--- config.mk ---
export PLATFORM = sky130hd
export DESIGN_NAME = dtw_trace_buffer_flat
export DESIGN_NICKNAME = d
export VERILOG_FILES = /design/src/rtl/dtw_trace_buffer_pkg.sv /design/src/rtl/dtw_trace_buffer_if.sv /design/src/rtl/dtw_trace_buffer_path_store.sv /design/src/rtl/dtw_trace_buffer.sv /design/src/flat_wrapper.sv
export SDC_FILE = /design/constraint.sdc
export NUM_CORES = 2
export LEC_CHECK = 0
export CAP_MARGIN = 20
export CORE_ASPECT_RATIO = 1.4
export CORE_MARGIN = 5
export CORE_UTILIZATION = 45
export CTS_BUF_LIST = sky130_fd_sc_hd__clkbuf_8 sky130_fd_sc_hd__clkbuf_16
export DETAILED_ROUTE_END_ITERATION = 10
export GPL_ROUTABILITY_DRIVEN = 1
export PLACE_DENSITY = 0.65
export SLEW_MARGIN = 20
export SYNTH_ARGS = -nofsm -noshare
export SYNTH_HDL_FRONTEND = slang
export SYNTH_SLANG_ARGS = --single-unit
--- constraint.sdc ---
create_clock -name clk -period 3.81 [get_ports clk]
set_clock_uncertainty 0.15 [all_clocks]
set_input_delay 0.5715 -clock clk [delete_from_list [all_inputs] [get_ports clk]]
set_output_delay 0.5715 -clock clk [all_outputs]
set_load 0.05 [all_outputs]
--- src/rtl/dtw_trace_buffer_pkg.sv ---
`default_nettype none
// ============================================================================
// Module   : dtw_trace_buffer_pkg
// Brief    : Path codes, FSM encodings and output-word packing for the DTW
//            trace buffer.
// Revision : 1.0 - initial release
// ============================================================================
package dtw_trace_buffer_pkg;

    typedef logic [1:0] path_t;

    localparam path_t PATH_NONE = 2'b00;
    localparam path_t PATH_LEFT = 2'b01;
    localparam path_t PATH_UP   = 2'b10;
    localparam path_t PATH_DIAG = 2'b11;

    localparam logic [1:0] ST_IDLE  = 2'd0;
    localparam logic [1:0] ST_FETCH = 2'd1;
    localparam logic [1:0] ST_EMIT  = 2'd2;
    localparam logic [1:0] ST_DONE  = 2'd3;

    // Index header of an output word; D is appended by the caller.
    function automatic logic [15:0] pack_word(input logic [7:0] tidx, input logic [7:0] ridx);
        return {tidx, ridx};
    endfunction

endpackage
`default_nettype wire

--- src/rtl/dtw_trace_buffer_if.sv ---
`default_nettype none
// ============================================================================
// Module   : dtw_trace_buffer_if
// Brief    : Write, control and output-stream signals of the DTW trace buffer.
// Revision : 1.0 - initial release
// ============================================================================
interface dtw_trace_buffer_if #(
    parameter int DATA_W = 16,
    parameter int TIDX_W = 5,
    parameter int RIDX_W = 5
);
    logic                     i_wr_valid;
    logic [TIDX_W-1:0]        i_wr_tidx;
    logic [RIDX_W-1:0]        i_wr_ridx;
    logic [DATA_W-1:0]        i_wr_d;
    logic [1:0]               i_wr_path;
    logic                     i_clear;
    logic                     i_start;
    logic [TIDX_W-1:0]        i_t_last;
    logic [RIDX_W-1:0]        i_r_last;
    logic                     o_valid;
    logic                     i_ready;
    logic [DATA_W+15:0]       o_data;
    logic                     o_busy;
    logic                     o_done;
    logic                     o_err;
    logic [TIDX_W+RIDX_W-1:0] o_steps;

    modport master (
        output i_wr_valid, i_wr_tidx, i_wr_ridx, i_wr_d, i_wr_path,
        output i_clear, i_start, i_t_last, i_r_last, i_ready,
        input  o_valid, o_data, o_busy, o_done, o_err, o_steps
    );

    modport slave (
        input  i_wr_valid, i_wr_tidx, i_wr_ridx, i_wr_d, i_wr_path,
        input  i_clear, i_start, i_t_last, i_r_last, i_ready,
        output o_valid, o_data, o_busy, o_done, o_err, o_steps
    );
endinterface
`default_nettype wire

--- src/rtl/dtw_trace_buffer_path_store.sv ---
`default_nettype none
// ============================================================================
// Module   : dtw_trace_buffer_path_store
// Brief    : T_MAX x R_MAX store of {D,path}; one write port, one registered
//            read port. Path codes reset/clear to NONE, D is never reset.
// Revision : 1.0 - initial release
// ============================================================================
module dtw_trace_buffer_path_store
    import dtw_trace_buffer_pkg::*;
#(
    parameter int DATA_W = 16,
    parameter int TIDX_W = 5,
    parameter int RIDX_W = 5,
    parameter int T_MAX  = 16,
    parameter int R_MAX  = 16
) (
    input  logic              clk,
    input  logic              nrst,
    input  logic              clear,
    input  logic              wr_en,
    input  logic [TIDX_W-1:0] wr_t,
    input  logic [RIDX_W-1:0] wr_r,
    input  logic [DATA_W-1:0] wr_d,
    input  path_t             wr_path,
    input  logic              rd_en,
    input  logic [TIDX_W-1:0] rd_t,
    input  logic [RIDX_W-1:0] rd_r,
    output logic [DATA_W-1:0] rd_d,
    output path_t             rd_path
);
    localparam int TA_W = (T_MAX > 1) ? $clog2(T_MAX) : 1;
    localparam int RA_W = (R_MAX > 1) ? $clog2(R_MAX) : 1;

    logic [DATA_W-1:0] r_d    [T_MAX][R_MAX];
    path_t             r_path [T_MAX][R_MAX];
    logic [DATA_W-1:0] r_rd_d;
    path_t             r_rd_path;

    // Callers guarantee in-range indices, so the truncation is lossless.
    logic [TA_W-1:0] w_wt, w_rt;
    logic [RA_W-1:0] w_wr, w_rr;
    assign w_wt = TA_W'(wr_t);
    assign w_wr = RA_W'(wr_r);
    assign w_rt = TA_W'(rd_t);
    assign w_rr = RA_W'(rd_r);

    always_ff @(posedge clk or negedge nrst) begin
        if (!nrst) begin
            for (int i = 0; i < T_MAX; i++)
                for (int j = 0; j < R_MAX; j++)
                    r_path[i][j] <= PATH_NONE;
        end else if (clear) begin
            for (int i = 0; i < T_MAX; i++)
                for (int j = 0; j < R_MAX; j++)
                    r_path[i][j] <= PATH_NONE;
        end else if (wr_en) begin
            r_path[w_wt][w_wr] <= wr_path;
        end
    end

    always_ff @(posedge clk) begin
        if (wr_en) begin
            r_d[w_wt][w_wr] <= wr_d;
        end
    end

    always_ff @(posedge clk or negedge nrst) begin
        if (!nrst) begin
            r_rd_d    <= '0;
            r_rd_path <= PATH_NONE;
        end else if (rd_en) begin
            r_rd_d    <= r_d[w_rt][w_rr];
            r_rd_path <= r_path[w_rt][w_rr];
        end
    end

    assign rd_d    = r_rd_d;
    assign rd_path = r_rd_path;

endmodule
`default_nettype wire

--- src/rtl/dtw_trace_buffer.sv ---
`default_nettype none
// ============================================================================
// Module   : dtw_trace_buffer
// Brief    : DTW score/path store with traceback from (t_last,r_last) to the
//            origin, streaming one word per visited cell over valid/ready.
// Revision : 1.0 - initial release
// ============================================================================
module dtw_trace_buffer
    import dtw_trace_buffer_pkg::*;
#(
    parameter int DATA_W = 16,
    parameter int TIDX_W = 5,
    parameter int RIDX_W = 5,
    parameter int T_MAX  = 16,
    parameter int R_MAX  = 16
) (
    input  logic               clk,
    input  logic               nrst,
    dtw_trace_buffer_if.slave  bus
);
    localparam int STEPS_W = TIDX_W + RIDX_W;

    logic [1:0]         r_state;
    logic [TIDX_W-1:0]  r_cur_t;
    logic [RIDX_W-1:0]  r_cur_r;
    logic [STEPS_W-1:0] r_steps;
    logic               r_valid;
    logic               r_busy;
    logic               r_done;
    logic               r_err;

    logic [DATA_W-1:0]  w_rd_d;
    path_t              w_rd_path;
    logic               w_idle;
    logic               w_wr_ok;
    logic               w_start_ok;
    logic               w_term;
    logic               w_illegal;

    assign w_idle     = (r_state == ST_IDLE);
    assign w_wr_ok    = w_idle && bus.i_wr_valid && !bus.i_clear
                        && (int'(bus.i_wr_tidx) < T_MAX) && (int'(bus.i_wr_ridx) < R_MAX);
    assign w_start_ok = (int'(bus.i_t_last) < T_MAX) && (int'(bus.i_r_last) < R_MAX);

    // A NONE code away from the origin is a legal early stop, not an error.
    assign w_term = ((r_cur_t == '0) && (r_cur_r == '0)) || (w_rd_path == PATH_NONE);

    always_comb begin
        w_illegal = 1'b0;
        case (w_rd_path)
            PATH_DIAG: w_illegal = (r_cur_t == '0) || (r_cur_r == '0);
            PATH_UP:   w_illegal = (r_cur_t == '0);
            PATH_LEFT: w_illegal = (r_cur_r == '0);
            default:   w_illegal = 1'b0;
        endcase
    end

    dtw_trace_buffer_path_store #(
        .DATA_W (DATA_W),
        .TIDX_W (TIDX_W),
        .RIDX_W (RIDX_W),
        .T_MAX  (T_MAX),
        .R_MAX  (R_MAX)
    ) u_store (
        .clk     (clk),
        .nrst    (nrst),
        .clear   (w_idle && bus.i_clear),
        .wr_en   (w_wr_ok),
        .wr_t    (bus.i_wr_tidx),
        .wr_r    (bus.i_wr_ridx),
        .wr_d    (bus.i_wr_d),
        .wr_path (bus.i_wr_path),
        .rd_en   (r_state == ST_FETCH),
        .rd_t    (r_cur_t),
        .rd_r    (r_cur_r),
        .rd_d    (w_rd_d),
        .rd_path (w_rd_path)
    );

    always_ff @(posedge clk or negedge nrst) begin
        if (!nrst) begin
            r_state <= ST_IDLE;
            r_cur_t <= '0;
            r_cur_r <= '0;
            r_steps <= '0;
            r_valid <= 1'b0;
            r_busy  <= 1'b0;
            r_done  <= 1'b0;
            r_err   <= 1'b0;
        end else begin
            r_done <= 1'b0;
            case (r_state)
                ST_IDLE: begin
                    if (bus.i_start) begin
                        if (w_start_ok) begin
                            r_cur_t <= bus.i_t_last;
                            r_cur_r <= bus.i_r_last;
                            r_steps <= '0;
                            r_err   <= 1'b0;
                            r_busy  <= 1'b1;
                            r_state <= ST_FETCH;
                        end else begin
                            r_err  <= 1'b1;
                            r_done <= 1'b1;
                        end
                    end
                end
                ST_FETCH: begin
                    r_valid <= 1'b1;
                    r_state <= ST_EMIT;
                end
                ST_EMIT: begin
                    if (bus.i_ready) begin
                        r_valid <= 1'b0;
                        if (r_steps != '1) begin
                            r_steps <= r_steps + STEPS_W'(1);
                        end
                        if (w_term) begin
                            r_state <= ST_DONE;
                        end else if (w_illegal) begin
                            r_err   <= 1'b1;
                            r_state <= ST_DONE;
                        end else begin
                            if (w_rd_path != PATH_LEFT) r_cur_t <= r_cur_t - TIDX_W'(1);
                            if (w_rd_path != PATH_UP)   r_cur_r <= r_cur_r - RIDX_W'(1);
                            r_state <= ST_FETCH;
                        end
                    end
                end
                ST_DONE: begin
                    r_done  <= 1'b1;
                    r_busy  <= 1'b0;
                    r_state <= ST_IDLE;
                end
                default: r_state <= ST_IDLE;
            endcase
        end
    end

    assign bus.o_valid = r_valid;
    assign bus.o_data  = {pack_word(8'(r_cur_t), 8'(r_cur_r)), w_rd_d};
    assign bus.o_busy  = r_busy;
    assign bus.o_done  = r_done;
    assign bus.o_err   = r_err;
    assign bus.o_steps = r_steps;

endmodule
`default_nettype wire

--- src/flat_wrapper.sv ---
// flat-port wrapper written by rule: the top's interface ports become plain ports
module dtw_trace_buffer_flat import dtw_trace_buffer_pkg::*;
#(
    parameter int DATA_W = 16,
    parameter int TIDX_W = 5,
    parameter int RIDX_W = 5,
    parameter int T_MAX  = 16,
    parameter int R_MAX  = 16
)
  (clk, nrst, bus_i_wr_valid, bus_i_wr_tidx, bus_i_wr_ridx, bus_i_wr_d, bus_i_wr_path, bus_i_clear, bus_i_start, bus_i_t_last, bus_i_r_last, bus_i_ready, bus_o_valid, bus_o_data, bus_o_busy, bus_o_done, bus_o_err, bus_o_steps);
  dtw_trace_buffer_if #(.DATA_W(DATA_W), .TIDX_W(TIDX_W), .RIDX_W(RIDX_W)) bus_i ();
  input  logic clk;
  input  logic nrst;
  input wire logic [$bits(bus_i.i_wr_valid)-1:0] bus_i_wr_valid;
  input wire logic [$bits(bus_i.i_wr_tidx)-1:0] bus_i_wr_tidx;
  input wire logic [$bits(bus_i.i_wr_ridx)-1:0] bus_i_wr_ridx;
  input wire logic [$bits(bus_i.i_wr_d)-1:0] bus_i_wr_d;
  input wire logic [$bits(bus_i.i_wr_path)-1:0] bus_i_wr_path;
  input wire logic [$bits(bus_i.i_clear)-1:0] bus_i_clear;
  input wire logic [$bits(bus_i.i_start)-1:0] bus_i_start;
  input wire logic [$bits(bus_i.i_t_last)-1:0] bus_i_t_last;
  input wire logic [$bits(bus_i.i_r_last)-1:0] bus_i_r_last;
  input wire logic [$bits(bus_i.i_ready)-1:0] bus_i_ready;
  output wire logic [$bits(bus_i.o_valid)-1:0] bus_o_valid;
  output wire logic [$bits(bus_i.o_data)-1:0] bus_o_data;
  output wire logic [$bits(bus_i.o_busy)-1:0] bus_o_busy;
  output wire logic [$bits(bus_i.o_done)-1:0] bus_o_done;
  output wire logic [$bits(bus_i.o_err)-1:0] bus_o_err;
  output wire logic [$bits(bus_i.o_steps)-1:0] bus_o_steps;
  assign bus_i.i_wr_valid = bus_i_wr_valid;
  assign bus_i.i_wr_tidx = bus_i_wr_tidx;
  assign bus_i.i_wr_ridx = bus_i_wr_ridx;
  assign bus_i.i_wr_d = bus_i_wr_d;
  assign bus_i.i_wr_path = bus_i_wr_path;
  assign bus_i.i_clear = bus_i_clear;
  assign bus_i.i_start = bus_i_start;
  assign bus_i.i_t_last = bus_i_t_last;
  assign bus_i.i_r_last = bus_i_r_last;
  assign bus_i.i_ready = bus_i_ready;
  assign bus_o_valid = bus_i.o_valid;
  assign bus_o_data = bus_i.o_data;
  assign bus_o_busy = bus_i.o_busy;
  assign bus_o_done = bus_i.o_done;
  assign bus_o_err = bus_i.o_err;
  assign bus_o_steps = bus_i.o_steps;
  dtw_trace_buffer #(.DATA_W(DATA_W), .TIDX_W(TIDX_W), .RIDX_W(RIDX_W), .T_MAX(T_MAX), .R_MAX(R_MAX)) u_core (.clk(clk), .nrst(nrst), .bus(bus_i));
endmodule
## Yosys cells after proc, flatten, opt, wreduce, memory -nomap -nowiden

Memory sizes are Yosys's and may differ from the RTL's.
Cells that the tools add are included.

- Reductions and logical operators: 27
- $add $sub $neg: 3
- Bitwise logic cells: 4
- $lt $le $gt $ge: 10
- Eq/ne operators: 18
- Mux-type cells: 59

Operator list:

| cell | number |
|---|---|
| $mux W512 | 2 |
| $bwmux W512 | 1 |
| $mux W256 | 1 |
| $bmux W32 S4 | 1 |
| $demux W32 S4 | 1 |
| $mux W32 | 3 |
| $bmux W16 S4 | 1 |
| $demux W16 S4 | 1 |
| $mux W5 | 12 |
| $mux W16 | 3 |
| $mux W10 | 4 |
| $ge A5 B5 Y1 const B | 4 |
| $lt A5 B5 Y1 const B | 4 |
| $not A4 Y5 | 4 |
| $pmux W10 S2 | 1 |
| $pmux W5 S2 | 2 |
| $mux W2 | 8 |
| $reduce_and A7 Y1 | 2 |
| $ne A2 B2 Y1 const B | 6 |
| $add A10 B1 Y10 const B | 1 |
| $logic_not A5 Y1 | 2 |
| $lt A5 B1 Y1 const B | 2 |
| $mux W1 | 10 |
| $ne A10 B10 Y1 const B | 1 |
| other kinds (17) | 44 |

- Bits of input ports: 44
- RAM bits: 4,096
- Output and inout port bits: 46
- Bits in registers: 556
- Memories kept: 1

Memory list:

| memory | words | bits a word | read ports | clocked after Yosys merged registers in | write ports | line | text |
|---|---|---|---|---|---|---|---|
| u_core.u_store.r_d | 16 | 256 | 1 | 0 | 1 | dtw_trace_buffer_path_store.sv:34 | `logic [DATA_W-1:0] r_d [T_MAX][R_MAX];` |

## Depth between registers and ports, before layout

- Depth after elaboration: 10
- Gate-level depth with buffers: 15
- Depth with buffers taken out: 9

## Cells and area by module

From an unflattened synthesis, not the netlist that was laid out.

- Cell total of the unflattened synthesis: 10,158
- Area, all modules: 186,401.3 µm²

By module, submodules not included:

| module | times used | cells an instance | area each (µm²) |
|---|---|---|---|
| dtw_trace_buffer_path_store | 1 | 9,956 | 184,529.5 |
| dtw_trace_buffer | 1 | 202 | 1,871.8 |

## Worst setup path before layout

Ideal clock, no wire load.

- Kind: flip-flop to flip-flop
- Start point: register u_core.r_state[0]
- End point: register u_core.u_store.r_path[372] in the netlist's numbering
- Buffers on the path: 1
- Stages on the path, launching flop included: 11
- Arrival: 3.394 ns
- Required time: 3.528 ns
- Slack: 0.134 ns
- Cell sequence: dfrtp_1 inv_1 ha_1 nand2_1 or4_1 clkbuf_1 nor2_1 nand2_1 nor3_1 mux2i_1 nor2_1

- Cells in the longest elaborated chain, start to end: 6
- Elaborated cells on any way between the ends: 8

Ends and longest elaborated chain:

| element | line | text |
|---|---|---|
| start, declared | dtw_trace_buffer.sv:23 | `logic [1:0] r_state;` |
| start signal, assigned | dtw_trace_buffer.sv:82 | `r_state <= ST_IDLE;` |
| start signal, assigned | dtw_trace_buffer.sv:101 | `r_state <= ST_FETCH;` |
| start signal, assigned | dtw_trace_buffer.sv:110 | `r_state <= ST_EMIT;` |
| $logic_not A2 Y1 * | dtw_trace_buffer.sv:40 | `assign w_idle = (r_state == ST_IDLE);` |
| $logic_and A1 B1 Y1 (2 in a row) | dtw_trace_buffer.sv:41 | `assign w_wr_ok = w_idle && bus.i_wr_valid && !bus.i_clear` |
| $logic_and A1 B1 Y1 (2 in a row) | dtw_trace_buffer.sv:42 | `&& (int'(bus.i_wr_tidx) < T_MAX) && (int'(bus.i_wr_ridx) < R_MAX);` |
| $reduce_bool A2 Y1 (no source line) | - |  |
| end signal, assigned by index | dtw_trace_buffer_path_store.sv:57 | `r_path[w_wt][w_wr] <= wr_path;` |
| end, declared | dtw_trace_buffer_path_store.sv:35 | `path_t r_path [T_MAX][R_MAX];` |

Mark *: on every way between the ends. The rest lies on a longest branch, timed or not.
A chain may end at the register's enable or synchronous reset.

## Worst setup path after layout

- Start point: register u_core.r_cur_t[3]
- End point: register u_core.u_store.r_rd_d[14] (netlist: u_core.u_store.rd_d[14])

- Cells in the longest elaborated chain, start to end: 4

Ends and longest elaborated chain:

| element | line | text |
|---|---|---|
| start, declared | dtw_trace_buffer.sv:24 | `logic [TIDX_W-1:0] r_cur_t;` |
| start signal, assigned | dtw_trace_buffer.sv:96 | `r_cur_t <= bus.i_t_last;` |
| start signal, assigned | dtw_trace_buffer.sv:124 | `if (w_rd_path != PATH_LEFT) r_cur_t <= r_cur_t - TIDX_W'(1);` |
| $mem_v2 Z16 W256 | - |  |
| $bmux W16 S4 | dtw_trace_buffer_path_store.sv:72 | `r_rd_d <= r_d[w_rt][w_rr];` |
| $mux W16 (not written as such) (2 in a row) | dtw_trace_buffer_path_store.sv:72 |  |
| end signal, assigned | dtw_trace_buffer_path_store.sv:72 |  |
| end, declared | dtw_trace_buffer_path_store.sv:36 | `logic [DATA_W-1:0] r_rd_d;` |

Every way passes these cells. The select of a mux whose other input is x is not followed.

==> results.cfg <==
[die]
rows = 278
dieArea_um2 = 422500
boundaryPins = 90
die_width_um = 550.8
coreArea_um2 = 408700
dieHeight_um = 767.1
start_util = 0.4508

[yosys]
netlist_area_um2 = 184300
synthTopCellsByCount = edfxtp_1 (4096), mux4_2 (1132), dfrtp_1 (556), nand2_1 (515), o21ai_0 (494)
synth-edff-count = 4096
ys_ff_latch = 4652
synth_area_leaders = edfxtp_1 (67%), mux4_2 (14%), dfrtp_1 (7.6%), mux2i_1 (2.6%), o21ai_0 (1.3%)
async_reset_ff_frac = 0.1195
synthDistinctLibCells = 79
synth_area_leader_cell = edfxtp_1
syn_avg_cell_area_um2 = 19.22
syn_inst = 9588
ys.flop_type = edfxtp_1
synth.most_common_cell = edfxtp_1
synth.yosys.warnings = 0
seq_area_frac_synth = 0.7430
synth.top_cell.area_share = 0.6675

[cts]
clk_pin_slew_ns = 0.07
clockBufferDepth = 4
numCtsBuffers = 416
h-tree-depth = 5
cts_tree = done
cts_sinks = 4652
cts-root-buf = clkbuf_16
clock_latency_ns = 0.96

[final_layout]
area_growth_pct = 17.30
fillers = 31460
multi_input_area_um2 = 45030
layout-drive-gt1-share = 0.2930
fin_nets = 10590
regArea_um2 = 136900
fin_util = 0.5288

[sta]
slew_headroom = 0.06153
hold_viol = 0
setup_ws_ns = -0.1262
setup-violations-final = 3
max_freq_ghz = 0.2541
worstMarginPinSlew_ns = 1.408
finalCriticalPeriod_ns = 3.936
post-route-period-util = 1.033
drv_slew = 0

[placed_design]
post-dp-hpwl_um = 372600
gp_congestion = 0.9451
io_buffers = 83

[route]
drt-initial-drc-count = 14110
vias = 103000
post-route-drc-count = 0
wirelength_um = 573200
ant_nets = 0
wl_per_cell_um = 34.98
viasPerCell = 6.288
drtPass1Iterations = 7

[pwr]
power_leakage_uw = 0.07222
p_total_uw = 148200
p_per_area_nw_per_um2 = 685.7
ir_worst_vdd_mv = 0.6672

[critical_path]
crit_path_frequent_cell = buf_4
crit_type = reg -> reg
cp.arrival_ns = 4.66
setup.worst_path.start_class = flip-flop
critical_path.max_stage_delay_ns = 0.72
worstPathMaxFanout = 28
cp.required_ns = 4.53
end_kind = flip-flop
crit_chain = buf_4 -> nor2_4 -> buf_4 -> a21oi_1 -> a22oi_2 -> a21oi_1 -> buf_4 -> o32a_1
crit_path_top_delay_cell = dfrtp_4

[global_route]
grt_max_degree = 154
grt_usage = 0.2679
antenna_found_initial = 40
first_global_vias = 104000
grt-ovfl-total = 0
grt_pass1_wl_um = 802100

[min_path]
min_path_type = in -> reg

[status]
violations = setup timing
status = complete, but fails checks

[run]
max-cap-violations = 0
[registers in the layout, summed over array words and instances, names as in the netlist]
| register | count |
|---|---|
| u_core.u_store.r_d | 4096 |
| u_core.u_store.r_path | 512 |
| u_core.u_store.rd_d | 16 |
| u_core.bus.o_steps | 10 |
| u_core.r_cur_r | 5 |
| u_core.r_cur_t | 5 |
| u_core.r_state | 2 |
| u_core.u_store.rd_path | 2 |
| u_core.bus.o_busy | 1 |
| u_core.bus.o_done | 1 |
| u_core.bus.o_err | 1 |
| u_core.bus.o_valid | 1 |
[kinds of logic after synthesis]
family | after synthesis | synth area share
other cells | 1 | 0.00002035
fa+ha+maj | 10 | 0.0006790
compound gates | 1411 | 0.04567
mux | 1625 | 0.1652
simple gates | 1208 | 0.02708
flops | 4652 | 0.7430
xor+xnor | 3 | 0.0001426
buf+inv | 678 | 0.01816
[through the flow]
stage | TNS [ns] | std cells | area [µm²] | worst slack [ns] | hold slack, ns
floorplan | 0 | 9593 | 184300 | 0.1342 | 0.1259
global placement | -2.872 | 15560 | 202100 | -0.6670 | 0.3451
detailed placement | -2.653 | 15560 | 202100 | -0.5619 | 0.3570
CTS | 0 | 16340 | 215900 | 0.002598 | 0.006193
global route | -0.00004707 | 16360 | 216100 | -0.00004707 | 0.06470
finish | -0.2069 | 16390 | 216100 | -0.1262 | 0.07120
[critical path, delay by kind of cell, from the launching register on]
family | cells | cell delay (ns)
DFF | 1 | 0.72
and+or+nand+nor | 1 | 0.46
buffers and inverters | 3 | 1.04
AOI/OAI and AO/OA | 4 | 1.42
[what timing repair did]
action                                  in CTS  in global routing
buffers inserted                             4                  0
gates cloned                                 0                  0
pin swaps                                    2                  2
endpoints found under the setup margin      17                 12
hold buffers                                 9                  0
hold endpoints to repair                   234                  0
gates resized for setup                     14                 25
[metal layers]
layer | part of all wire | global-route usage | vias up
li1 | - | - | 40960
met3 | 0.093 | 0.05341 | 1386
met4 | 0.084 | 0.1851 | 10
met1 | 0.34 | 0.3310 | 54490
met5 | 0.00012 | 0 | -
met2 | 0.48 | 0.4269 | 6194
[area by class of cell]
class | instances | share of cell area
inverters | 16 | 0.0003473
clock buffers | 439 | 0.04979
multi-input cells | 4263 | 0.2084
diodes | 43 | 0.0004979
well taps | 5460 | 0.03161
repair buffers | 1185 | 0.06266
clock inverters | 329 | 0.01316
flip-flops and latches | 4652 | 0.6336
[path summary, 6_finish.rpt]
kind | cells past startpoint | endpoint | slack (ns) | startpoint
worst min register to register | 2 | u_core.u_store.r_path[138] | 0.37 | u_core.u_store.r_path[138]
worst max-delay path | 8 | u_core.u_store.rd_d[14] | -0.13 | u_core.r_cur_t[3]
min in group asynchronous | 2 | u_core.bus.o_steps[5] | 0.10 | nrst
max in group asynchronous | 3 | u_core.u_store.r_path[101] | 2.20 | nrst
worst max register to register | 8 | u_core.u_store.rd_d[14] | -0.13 | u_core.r_cur_t[3]
worst min-delay path | 1 | u_core.u_store.r_d[10][86] | 0.07 | bus_i_wr_d[6]
[cells in the final DEF, fill, tap and decap left out, drive strengths merged, types with 8 or more instances in the layout]
cell type / instances
bufinv: 46
buf: 1096
nand2b: 9
nor2: 483
o21ai: 503
inv: 108
o221ai: 59
a22oi: 105
edfxtp: 4096
clkinvlp: 13
nor2b: 21
and3: 8
nand4: 9
mux2i: 484
o211ai: 15
mux2: 9
a221o: 8
nand3: 76
nand2: 515
nor3: 25
clkdlybuf4s50: 63
a31oi: 13
and2: 23
dlygate4sd3: 9
a211oi: 26
a221oi: 101
o22ai: 39
a22o: 12
a21oi: 472
diode: 43
or2: 8
ha: 10
clkinv: 178
mux4: 1132
clkbuf: 455
dfrtp: 556
[power by group]
group / switching, µW / internal, µW / total [µW] / leakage, µW
clock: 18700 / 23500 / 42200 / 0.00700
sequential: 753 / 55700 / 56400 / 0.0445
combinational: 30200 / 19300 / 49500 / 0.0207
total: 49700 / 98500 / 148000 / 0.0722
Power figures use the tool's default switching activity.
